<file path="config.mk">
export PLATFORM = sky130hd
export DESIGN_NAME = debug_cmd_handler_flat
export DESIGN_NICKNAME = d
export VERILOG_FILES = /design/src/rtl/debug_cmd_handler_if.sv /design/src/rtl/debug_cmd_handler.sv /design/src/flat_wrapper.sv
export SDC_FILE = /design/constraint.sdc
export NUM_CORES = 1
export LEC_CHECK = 0
export BUFFER_PORTS_ARGS = -buffer_cell sky130_fd_sc_hd__buf_4
export CAP_MARGIN = 20
export CORE_ASPECT_RATIO = 1.2
export CORE_UTILIZATION = 52
export DETAILED_ROUTE_END_ITERATION = 7
export HOLD_SLACK_MARGIN = 0.02
export PLACE_DENSITY = 0.67
export SLEW_MARGIN = 30
export SYNTH_ARGS = -nofsm -noshare
export SYNTH_HDL_FRONTEND = slang
export SYNTH_SLANG_ARGS = --single-unit
</file>
<file path="constraint.sdc">
create_clock -name clk -period 4.6 [get_ports clk]
set_input_delay 0.69 -clock clk [delete_from_list [all_inputs] [get_ports clk]]
set_output_delay 0.69 -clock clk [all_outputs]
set_load 0.005 [all_outputs]
</file>
<file path="src/rtl/debug_cmd_handler_if.sv">
// Link and memory signals of debug_cmd_handler.
// The master modport is the command handler and the slave modport is the link/memory side.
interface debug_cmd_handler_if #(
  parameter int unsigned AddrWidth = 25
);
  logic [7:0]           cmd;
  logic                 cmdReady;
  logic                 cmdTrigger;
  logic [7:0]           msg;
  logic [7:0]           msgLen;
  logic                 msgTrigger;
  logic [3:0]           led;
  logic                 mem_trigger;
  logic [AddrWidth-1:0] mem_addr;
  logic                 mem_ready;
  logic [15:0]          mem_rdata;
  logic                 mem_rvalid;

  modport master (
    input  cmd, cmdReady, msgTrigger, mem_ready, mem_rdata, mem_rvalid,
    output cmdTrigger, msg, msgLen, led, mem_trigger, mem_addr
  );

  modport slave (
    output cmd, cmdReady, msgTrigger, mem_ready, mem_rdata, mem_rvalid,
    input  cmdTrigger, msg, msgLen, led, mem_trigger, mem_addr
  );
endinterface

</file>
<file path="src/rtl/debug_cmd_handler.sv">
// Debug link command interpreter: LED control and buffered memory reads with byte-serial replies.
// Defining DEBUG_CMD_HANDLER_CHECKSUM_EN appends an XOR checksum byte to every reply.
module debug_cmd_handler #(
  parameter int unsigned AddrWidth = 25,
  parameter int unsigned BufWords  = 32
) (
  input logic               clk,
  input logic               rst,
  debug_cmd_handler_if.master bus
);

  localparam int unsigned IdxW      = (BufWords > 1) ? $clog2(BufWords) : 1;
  localparam logic [7:0]  BufWordsB = 8'(BufWords);
`ifdef DEBUG_CMD_HANDLER_CHECKSUM_EN
  localparam logic [7:0]  CsumLen   = 8'd1;
`else
  localparam logic [7:0]  CsumLen   = 8'd0;
`endif

  typedef enum logic [1:0] {StIdle, StArg, StFill, StReply} state_e;

  state_e               state;
  logic [2:0]           argCnt;
  logic [AddrWidth-1:0] argAddr;
  logic [7:0]           count;
  logic [7:0]           reqCnt;
  logic [7:0]           rspCnt;
  logic [7:0]           byteIdx;
  logic [7:0]           errByte;
  logic                 isMem;
`ifdef DEBUG_CMD_HANDLER_CHECKSUM_EN
  logic [7:0]           csum;
`endif
  logic [15:0]          bufMem [2**IdxW];
  logic [15:0]          word;
  logic [7:0]           nextByte;
  logic                 pop;
  logic                 accept;
  logic                 take;

  assign bus.cmdTrigger = !rst && ((state == StIdle) || (state == StArg));
  assign pop            = bus.cmdTrigger && bus.cmdReady;
  assign accept         = bus.mem_trigger && bus.mem_ready;
  assign take           = (state == StFill) && bus.mem_rvalid && (rspCnt < count);

  always_ff @(posedge clk) begin
    if (take) begin
      bufMem[rspCnt[IdxW-1:0]] <= bus.mem_rdata;
    end
  end

  // byteIdx points at the payload byte to present on the next msgTrigger.
  always_comb begin
    word     = bufMem[byteIdx[IdxW:1]];
    nextByte = errByte;
    if (isMem) begin
      nextByte = byteIdx[0] ? word[7:0] : word[15:8];
    end
  end

  always_ff @(posedge clk or posedge rst) begin
    if (rst) begin
      state           <= StIdle;
      argCnt          <= '0;
      argAddr         <= '0;
      count           <= '0;
      reqCnt          <= '0;
      rspCnt          <= '0;
      byteIdx         <= '0;
      errByte         <= '0;
      isMem           <= 1'b0;
`ifdef DEBUG_CMD_HANDLER_CHECKSUM_EN
      csum            <= '0;
`endif
      bus.msg         <= '0;
      bus.msgLen      <= '0;
      bus.led         <= '0;
      bus.mem_trigger <= 1'b0;
      bus.mem_addr    <= '0;
    end else begin
      unique case (state)
        StIdle: begin
          if (pop) begin
            byteIdx <= '0;
            case (bus.cmd)
              8'h00: ;
              8'h80, 8'h81: begin
                bus.led[0] <= bus.cmd[0];
                bus.msg    <= bus.cmd;
                bus.msgLen <= 8'd1 + CsumLen;
                isMem      <= 1'b0;
`ifdef DEBUG_CMD_HANDLER_CHECKSUM_EN
                csum       <= 8'h00;
`endif
                state      <= StReply;
              end
              8'h82: begin
                argCnt <= '0;
                state  <= StArg;
              end
              default: begin
                bus.msg    <= 8'hFF;
                bus.msgLen <= 8'd2 + CsumLen;
                errByte    <= bus.cmd;
                isMem      <= 1'b0;
`ifdef DEBUG_CMD_HANDLER_CHECKSUM_EN
                csum       <= bus.cmd;
`endif
                state      <= StReply;
              end
            endcase
          end
        end
        StArg: begin
          if (pop) begin
            if (argCnt < 3'd4) begin
              argAddr <= {argAddr[AddrWidth-9:0], bus.cmd};
              argCnt  <= argCnt + 3'd1;
            end else if ((bus.cmd != 8'd0) && (bus.cmd <= BufWordsB)) begin
              count           <= bus.cmd;
              reqCnt          <= '0;
              rspCnt          <= '0;
              bus.mem_addr    <= argAddr;
              bus.mem_trigger <= 1'b1;
`ifdef DEBUG_CMD_HANDLER_CHECKSUM_EN
              csum            <= 8'h00;
`endif
              state           <= StFill;
            end else begin
              bus.msg    <= 8'hFF;
              bus.msgLen <= 8'd2 + CsumLen;
              errByte    <= 8'h82;
              isMem      <= 1'b0;
`ifdef DEBUG_CMD_HANDLER_CHECKSUM_EN
              csum       <= 8'h82;
`endif
              state      <= StReply;
            end
          end
        end
        StFill: begin
          if (accept) begin
            bus.mem_addr <= bus.mem_addr + 1'b1;
            reqCnt       <= reqCnt + 8'd1;
            if (reqCnt + 8'd1 == count) begin
              bus.mem_trigger <= 1'b0;
            end
          end
          if (take) begin
            rspCnt <= rspCnt + 8'd1;
`ifdef DEBUG_CMD_HANDLER_CHECKSUM_EN
            csum   <= csum ^ bus.mem_rdata[15:8] ^ bus.mem_rdata[7:0];
`endif
            if (rspCnt + 8'd1 == count) begin
              bus.msg    <= 8'h82;
              bus.msgLen <= {count[6:0], 1'b0} + 8'd1 + CsumLen;
              isMem      <= 1'b1;
              state      <= StReply;
            end
          end
        end
        StReply: begin
          if (bus.msgTrigger && (bus.msgLen != 8'd0)) begin
            bus.msgLen <= bus.msgLen - 8'd1;
            byteIdx    <= byteIdx + 8'd1;
            if (bus.msgLen == 8'd1) begin
              bus.msg <= 8'h00;
              state   <= StIdle;
            end else begin
`ifdef DEBUG_CMD_HANDLER_CHECKSUM_EN
              bus.msg <= (bus.msgLen == 8'd2) ? csum : nextByte;
`else
              bus.msg <= nextByte;
`endif
            end
          end
        end
        default: state <= StIdle;
      endcase
    end
  end

endmodule

</file>
<file path="src/flat_wrapper.sv">
// flat-port wrapper written by rule: the top's interface ports become plain ports
module debug_cmd_handler_flat 
#(
  parameter int unsigned AddrWidth = 25,
  parameter int unsigned BufWords  = 32
)
  (clk, rst, bus_cmd, bus_cmdReady, bus_msgTrigger, bus_mem_ready, bus_mem_rdata, bus_mem_rvalid, bus_cmdTrigger, bus_msg, bus_msgLen, bus_led, bus_mem_trigger, bus_mem_addr);
  debug_cmd_handler_if #(.AddrWidth(AddrWidth)) bus_i ();
  input logic clk;
  input logic rst;
  input wire logic [$bits(bus_i.cmd)-1:0] bus_cmd;
  input wire logic [$bits(bus_i.cmdReady)-1:0] bus_cmdReady;
  input wire logic [$bits(bus_i.msgTrigger)-1:0] bus_msgTrigger;
  input wire logic [$bits(bus_i.mem_ready)-1:0] bus_mem_ready;
  input wire logic [$bits(bus_i.mem_rdata)-1:0] bus_mem_rdata;
  input wire logic [$bits(bus_i.mem_rvalid)-1:0] bus_mem_rvalid;
  output wire logic [$bits(bus_i.cmdTrigger)-1:0] bus_cmdTrigger;
  output wire logic [$bits(bus_i.msg)-1:0] bus_msg;
  output wire logic [$bits(bus_i.msgLen)-1:0] bus_msgLen;
  output wire logic [$bits(bus_i.led)-1:0] bus_led;
  output wire logic [$bits(bus_i.mem_trigger)-1:0] bus_mem_trigger;
  output wire logic [$bits(bus_i.mem_addr)-1:0] bus_mem_addr;
  assign bus_i.cmd = bus_cmd;
  assign bus_i.cmdReady = bus_cmdReady;
  assign bus_i.msgTrigger = bus_msgTrigger;
  assign bus_i.mem_ready = bus_mem_ready;
  assign bus_i.mem_rdata = bus_mem_rdata;
  assign bus_i.mem_rvalid = bus_mem_rvalid;
  assign bus_cmdTrigger = bus_i.cmdTrigger;
  assign bus_msg = bus_i.msg;
  assign bus_msgLen = bus_i.msgLen;
  assign bus_led = bus_i.led;
  assign bus_mem_trigger = bus_i.mem_trigger;
  assign bus_mem_addr = bus_i.mem_addr;
  debug_cmd_handler #(.AddrWidth(AddrWidth), .BufWords(BufWords)) u_core (.clk(clk), .rst(rst), .bus(bus_i));
endmodule
</file>
==> metrics, run 1 <==
fin crit share 0.745; post-cts hold buffer count 0; r2r endpoint u_core.bufMem[11][4]; H-tree levels 2; worst setup path class flop to flop; TritonCTS clock tree done; RSZ-0062 raised after global routing false; post-synthesis adder-cell area fraction 0.0109; PwrDens 405 mW/mm2; I/O pin count 77; Synth area leaders edfxtp_1 (58%), dfrtp_1 (11%), mux4_2 (6.3%); Rows 89; mux cell area share after synthesis 0.123; Fin. Hold Viols 0; synth warn 3; r2r setup slk 1.17 ns; min-delay worst type input pin to asynchronous set/reset pin; clock slew at reported path FFs 0.07 ns; Clock Skew 0.0372 ns; final setup margin 1.17 ns; Primary FF master, synth edfxtp_1; final setup vio count 0; Max Cap Viol 0; Mapped Cells 1657; dpl ws 1.16 ns; Synth area leader edfxtp_1; CP Capture Type flop; CTS buffer count 59; critical path required time 4.95 ns; Slew Viols, Final 0; Final HPWL DP 41700 um; pin count of the biggest net entering global routing 65; layout cell share with drive strength beyond 1 0.202; first-pass GRT wire length 98700 um; status finished, final reports clean; Crit Reg-Reg Startpoint u_core.rspCnt[2]; DIE AREA 0.0515 mm2; Synth top area share 0.585; largest buffer count on any clock path 3; simple-gate share of the synthesized area 0.0580; critical path fanouts, max 15; gr usage total 0.259; DRC viols 0; initial core utilization 0.531; Post-Route WL 65400 um; core footprint 0.0496 mm2; Least-Margin Pin Slew 0.895 ns; post-CTS setup buffers 0; PortBufs 73; Syn Area/Cell 15.9 um2; LEAKAGE 10.4 nW; initial drt markers 1508; Critical Path AT 3.77 ns; via density per instance 6.32; P&R area growth vs syn 12.3%; main combinational cell family by area after synthesis multiplexers; Seq cells post-synth 624; Mapped Area 0.0263 mm2; sequential-to-total area share from yosys stat 0.691; Final GP Congestion 0.992; crit path launch type flop; PostCTS Resize Cnt 0; initial antenna violation count 0; Chip Width 207 um; antenna cells 0; clk root buf clkbuf_16; EDFF count, synth 512; die height 248 um; ANT nets after route 0; Peak VDD IR 0.000332 V; number of library cell types mapped by synthesis 75; vias in the first global route 15500; nets@finish 1810; Min Clock Period, post-route 3.43 ns; DR WL/cell 26.8 um; Synth Area in Compound Gates 0.0829; Max Freq 0.292 GHz; FILL cells 3767; setup total negative slack 0 ns; Worst Reg-to-Reg Cells 8; Synth Area in XOR/XNOR 0.0103; clk_lat worst skew 0.65 ns; via count 15400; Rel. slew slack 0.401; grt total ovfl 0; Hold WS 0.286 ns; CTS sink count 624; drt pass-1 iters 5; ys async rst share 0.179
[Yosys cell counts (all sizes together), types with 20 or more instances]
library cell,number
nand3,31
o22ai,36
edfxtp,512
xnor2,20
dfrtp,112
inv,24
buf,52
ha,23
nand2,86
nor3,30
mux4,73
a211oi,20
a21oi,56
clkbuf,44
a221oi,21
nor2,69
mux2,36
mux2i,119
o21ai,91
[layout make-up]
cell class	instances	area (um2)	share of cell area
inverter	24	93.8	0.00318
tap	637	797	0.0270
multi-input combinational	915	7540	0.255
clock inverter	43	393	0.0133
sequential	624	18200	0.616
timing repair buffer	133	1010	0.0342
clock buffer	65	1500	0.0508
[report_power, final]
part | switching, mW | total, mW | internal, mW | leakage (nW)
combinational | 0.495 | 0.709 | 0.214 | 3.34
sequential | 0.0832 | 6.44 | 6.36 | 6.12
clock | 2.15 | 4.79 | 2.64 | 0.914
total | 2.73 | 11.9 | 9.21 | 10.4
[cell usage in the layout, fill, tap and decap left out, types with 13 or more instances in the layout]
master / instances
edfxtp_1: 512
o31ai_1: 15
a211oi_1: 19
nor3_1: 26
a22oi_1: 15
nand2_1: 85
mux2_2: 36
o221ai_1: 14
ha_1: 22
nand3_1: 28
a221oi_1: 21
clkbuf_16: 59
inv_1: 23
o22ai_1: 36
a21oi_1: 56
and3_1: 18
clkinv_1: 13
nor2_1: 68
buf_4: 132
mux4_2: 73
nand4_1: 14
xnor2_1: 20
mux2i_1: 119
dfrtp_1: 110
o21ai_0: 91
[registers in the layout (all words and copies together) (netlist names)]
name and count:
u_core.bus.mem_addr 25, u_core.argAddr 25, u_core.bus.msgLen 8, u_core.rspCnt 8
u_core.byteIdx 6, u_core.count 8, u_core.bus.msg 8, u_core.isMem 1
u_core.argCnt 3, u_core.errByte 8, u_core.bus.led 1, u_core.state 2
u_core.bufMem 512, u_core.bus.mem_trigger 1, u_core.reqCnt 8
[metal layers]
layer / vias up / part of all wire / GRT usage
li1: 6779 / - / -
met1: 7931 / 0.40 / 0.332
met2: 604 / 0.50 / 0.447
met3: 117 / 0.062 / 0.0359
met4: 0 / 0.038 / 0.108
met5: - / 0 / 0
[worst max-delay path by stage]
stage	end	cells after the start	startpoint
after CTS	u_core.bus.msg[5]	7	u_core.byteIdx[1]
after global routing	u_core.bufMem[9][0]	8	u_core.rspCnt[2]
final	u_core.bufMem[11][4]	8	u_core.rspCnt[2]
after detailed placement	u_core.bus.msg[2]	7	u_core.byteIdx[1]
after global placement	u_core.bus.msg[5]	7	u_core.byteIdx[1]
after floorplan	u_core.bus.mem_addr[20]	7	rst
[kinds of logic after synthesis]
logic type | Yosys count
muxes | 228
and+or+nand+nor | 304
xor gates and xnor gates | 31
adders and majority gates | 23
other | 1
DFF | 624
AOI/OAI and AO/OA | 326
buffers and inverters | 120
[per-stage QoR]
| stage | utilization | instances | power [mW] | area (um2) |
|---|---|---|---|---|
| 3_3_place_gp | 0.558 | 2333 | 7.24 | 27600 |
| 5_1_grt | 0.596 | 2441 | 12.3 | 29500 |
| 3_5_place_dp | 0.558 | 2333 | 7.26 | 27600 |
| 2_1_floorplan | - | 1659 | 6.93 | 26300 |
| 4_1_cts | 0.596 | 2441 | 12.0 | 29500 |
| 6_report | 0.596 | 2441 | 11.9 | 29500 |
[critical path, stage by stage, from the launching register on]
cell and delay [ns]:
dfrtp_1 0.66, ha_1 0.33, o21a_1 0.18, o31ai_1 0.07, a21oi_1 0.14, a2111oi_4 0.56
nand2_1 0.37, nor2_1 0.53, buf_4 0.29
Power figures use the tool's default switching activity.
==> run 2, diff against run 1 <==
Settings changed: ABC_AREA set to 1.
Clock period 4.6 ns to 3.3 ns, I/O delays scaled along.
==> metrics, run 2 <==
status finished, final reports clean; Clock Skew 0.0364 ns; Synth area leaders edfxtp_1 (56%), nand2_1 (13%), dfrtp_1 (10%); CTS buffer count 59; main combinational cell family by area after synthesis simple AND/OR/NAND/NOR gates; Gate power share 0.223; Final HPWL DP 46300 um; clk_lat worst skew 0.65 ns; Mapped Cells 2774; Syn Area/Cell 9.98 um2; layout cell share with drive strength beyond 1 0.0929; first-pass GRT wire length 110000 um; delay-heaviest family, CP simple AND/OR/NAND/NOR gates; core footprint 0.0526 mm2; via density per instance 5.54; largest buffer count on any clock path 3; DP Area 0.0291 mm2; crit path to u_core.bus.mem_trigger; Min Clock Period, post-route 2.82 ns; Mapped Area 0.0277 mm2; initial core utilization 0.526; PostCTS Resize Cnt 0; EDFF count, synth 512; Seq cells post-synth 624; PortBufs 73; Critical Path AT 3.34 ns; Max Cap Viol 0; H-tree levels 2; P&R area growth vs syn 11.6%; mux cell area share after synthesis 0; Cell Chain, Critical Path inv_1, ha_1, nor2_4, nor2_2, nand2_2, nand2_1, nor3b_2, nand2_2, inv_2, nand3_1, nand2_1, nand2_1; Rel. slew slack 0.447; Worst Reg-to-Reg Cells 12; Synth area leader edfxtp_1; Placed Cells 3482; crit path launch type flop; vias in the first global route 19100; antenna cells 0; Synth Area in Compound Gates 0.0422; P_sw 6.59 mW; LEAKAGE 12.4 nW; pin count of the biggest net entering global routing 110; crit path launch u_core.state[1]; max reg flops 512; DRC viols 0; ys async rst share 0.179; nets@finish 2892; initial antenna violation count 0; post-synthesis adder-cell area fraction 0.0104; CP bufs+invs 2; sequential-to-total area share from yosys stat 0.656; RSZ-0062 raised after global routing false; Max Freq 0.354 GHz; path length in cells of the critical path 12; final setup vio count 0; grt total ovfl 0; post-CTS setup buffers 0; initial drt markers 1474; number of library cell types mapped by synthesis 48; Primary FF master, synth edfxtp_1; Peak VDD IR 0.000498 V; fin crit share 0.856; clk root buf clkbuf_16; CTS sink count 624; PwrDens 668 mW/mm2; Hold WS 0.152 ns; TritonCTS clock tree done; Fin. Hold Viols 0; count leader, synth nand2_1; critical path's slowest cell inv_2; sequential power share 0.466; Non-Filler Instances 3591; commonest non-fill, non-tap cell in the layout nand2_1; critical path fanouts, max 28; r2r setup slk 0.48 ns; I/O pin count 77; dpl ws 0.523 ns; die height 255 um; Chip Width 213 um; Rows 92; cell-internal power 14.0 mW; drt pass-1 iters 5; Synth top area share 0.555; sw frac 0.319; design area 0.0309 mm2; final setup margin 0.476 ns; setup total negative slack 0 ns; Post-Route WL 72600 um; ANT nets after route 0; Clk pwr share 0.311; most frequent cells in the layout nand2_1 (988), edfxtp_1 (512), nand3_1 (293), nor2_1 (203), inv_1 (169); CP most frequent cell nand2_1; r2r endpoint u_core.bus.mem_trigger; synth warn 3; Least-Margin Pin Slew 0.826 ns; DIE AREA 0.0542 mm2; Post-synth top cells nand2_1 (988), edfxtp_1 (512), nand3_1 (293); simple-gate share of the synthesized area 0.235; Final GP Congestion 0.951; min-delay worst type input pin to flop; via count 19900; Design Power 20.6 mW; Crit Reg-Reg Startpoint u_core.state[1]; CP peak stage delay 0.50 ns; Synth Area in XOR/XNOR 0.00854; final core occ 0.587; CP Capture Type flop; clock slew at reported path FFs 0.06 ns; critical path required time 3.81 ns; Slew Viols, Final 0; worst setup path class flop to flop; gr usage total 0.272; DR WL/cell 20.2 um
run 2: cell types whose count changed after synthesis, moves of 36 or more:
cell	change
nand3_1	+265
mux2i_1	-119
nand2_1	+903
nor2_1	+134
inv_1	+147
mux4_2	-73
mux2_2	-36
run 2: per-layer routing:
metal / wire [um] / up-vias / GRT usage / share of wire
li1: - / 9383 / - / -
met1: 30100 / 9618 / 0.365 / 0.41
met2: 35400 / 750 / 0.452 / 0.49
met3: 4590 / 129 / 0.0326 / 0.063
met4: 2560 / 0 / 0.110 / 0.035
met5: 0 / - / 0 / 0
run 2: cells by family (layout without fill, tap and decap cells):
logic type / Yosys count / in the layout
AND/OR/NAND/NOR: 1568 / 1568
flip-flops: 624 / 624
buffers and inverters: 315 / 425
AO/OA/AOI/OAI: 216 / 216
XOR/XNOR: 27 / 27
adder cells (fa/ha/maj): 23 / 23
other: 1 / 3
run 2: power groups by stage:
stage               clock (mW)  sequential (mW)  combinational [mW]
floorplan                    0             9.56                3.14
detailed placement           0             9.76                4.59
global placement             0             9.76                4.50
CTS                       6.49             9.61                4.61
finish                    6.41             9.62                4.61
global route              6.76             9.67                5.15
run 2: worst min-delay path by stage:
stage | depth (start not counted) | to | from
final | 3 | u_core.argAddr[4] | bus_cmd[4]
after global routing | 3 | u_core.argAddr[4] | bus_cmd[4]
after CTS | 3 | u_core.argAddr[4] | bus_cmd[4]
after detailed placement | 2 | u_core.argAddr[23] | u_core.argAddr[23]
after global placement | 2 | u_core.argAddr[22] | u_core.argAddr[22]
after floorplan | 2 | u_core.argAddr[19] | u_core.argAddr[19]
run 2: worst reg2reg max path, cell delays in order, from the launching register on:
cell     delay [ns]
dfrtp_1        0.41
inv_1          0.12
ha_1           0.44
nor2_4         0.13
nor2_2         0.13
nand2_2        0.13
nand2_1        0.11
nor3b_2        0.18
nand2_2        0.26
inv_2          0.50
nand3_1        0.16
nand2_1        0.09
nand2_1        0.05
run 2: layout make-up:
type	instances	area [um2]
Clock inverter	30	186
Multi-Input combinational cell	1837	8220
Clock buffer	78	1610
Tap cell	705	882
Inverter	181	692
Sequential cell	624	18200
Fill cell	4484	21700
Timing Repair Buffer	136	1120
run 2: timing repair:
item                                    4_1_cts  5_1_grt
hold buffers                                  1        0
hold endpoints to repair                     15        0
endpoints found under the setup margin        0        0
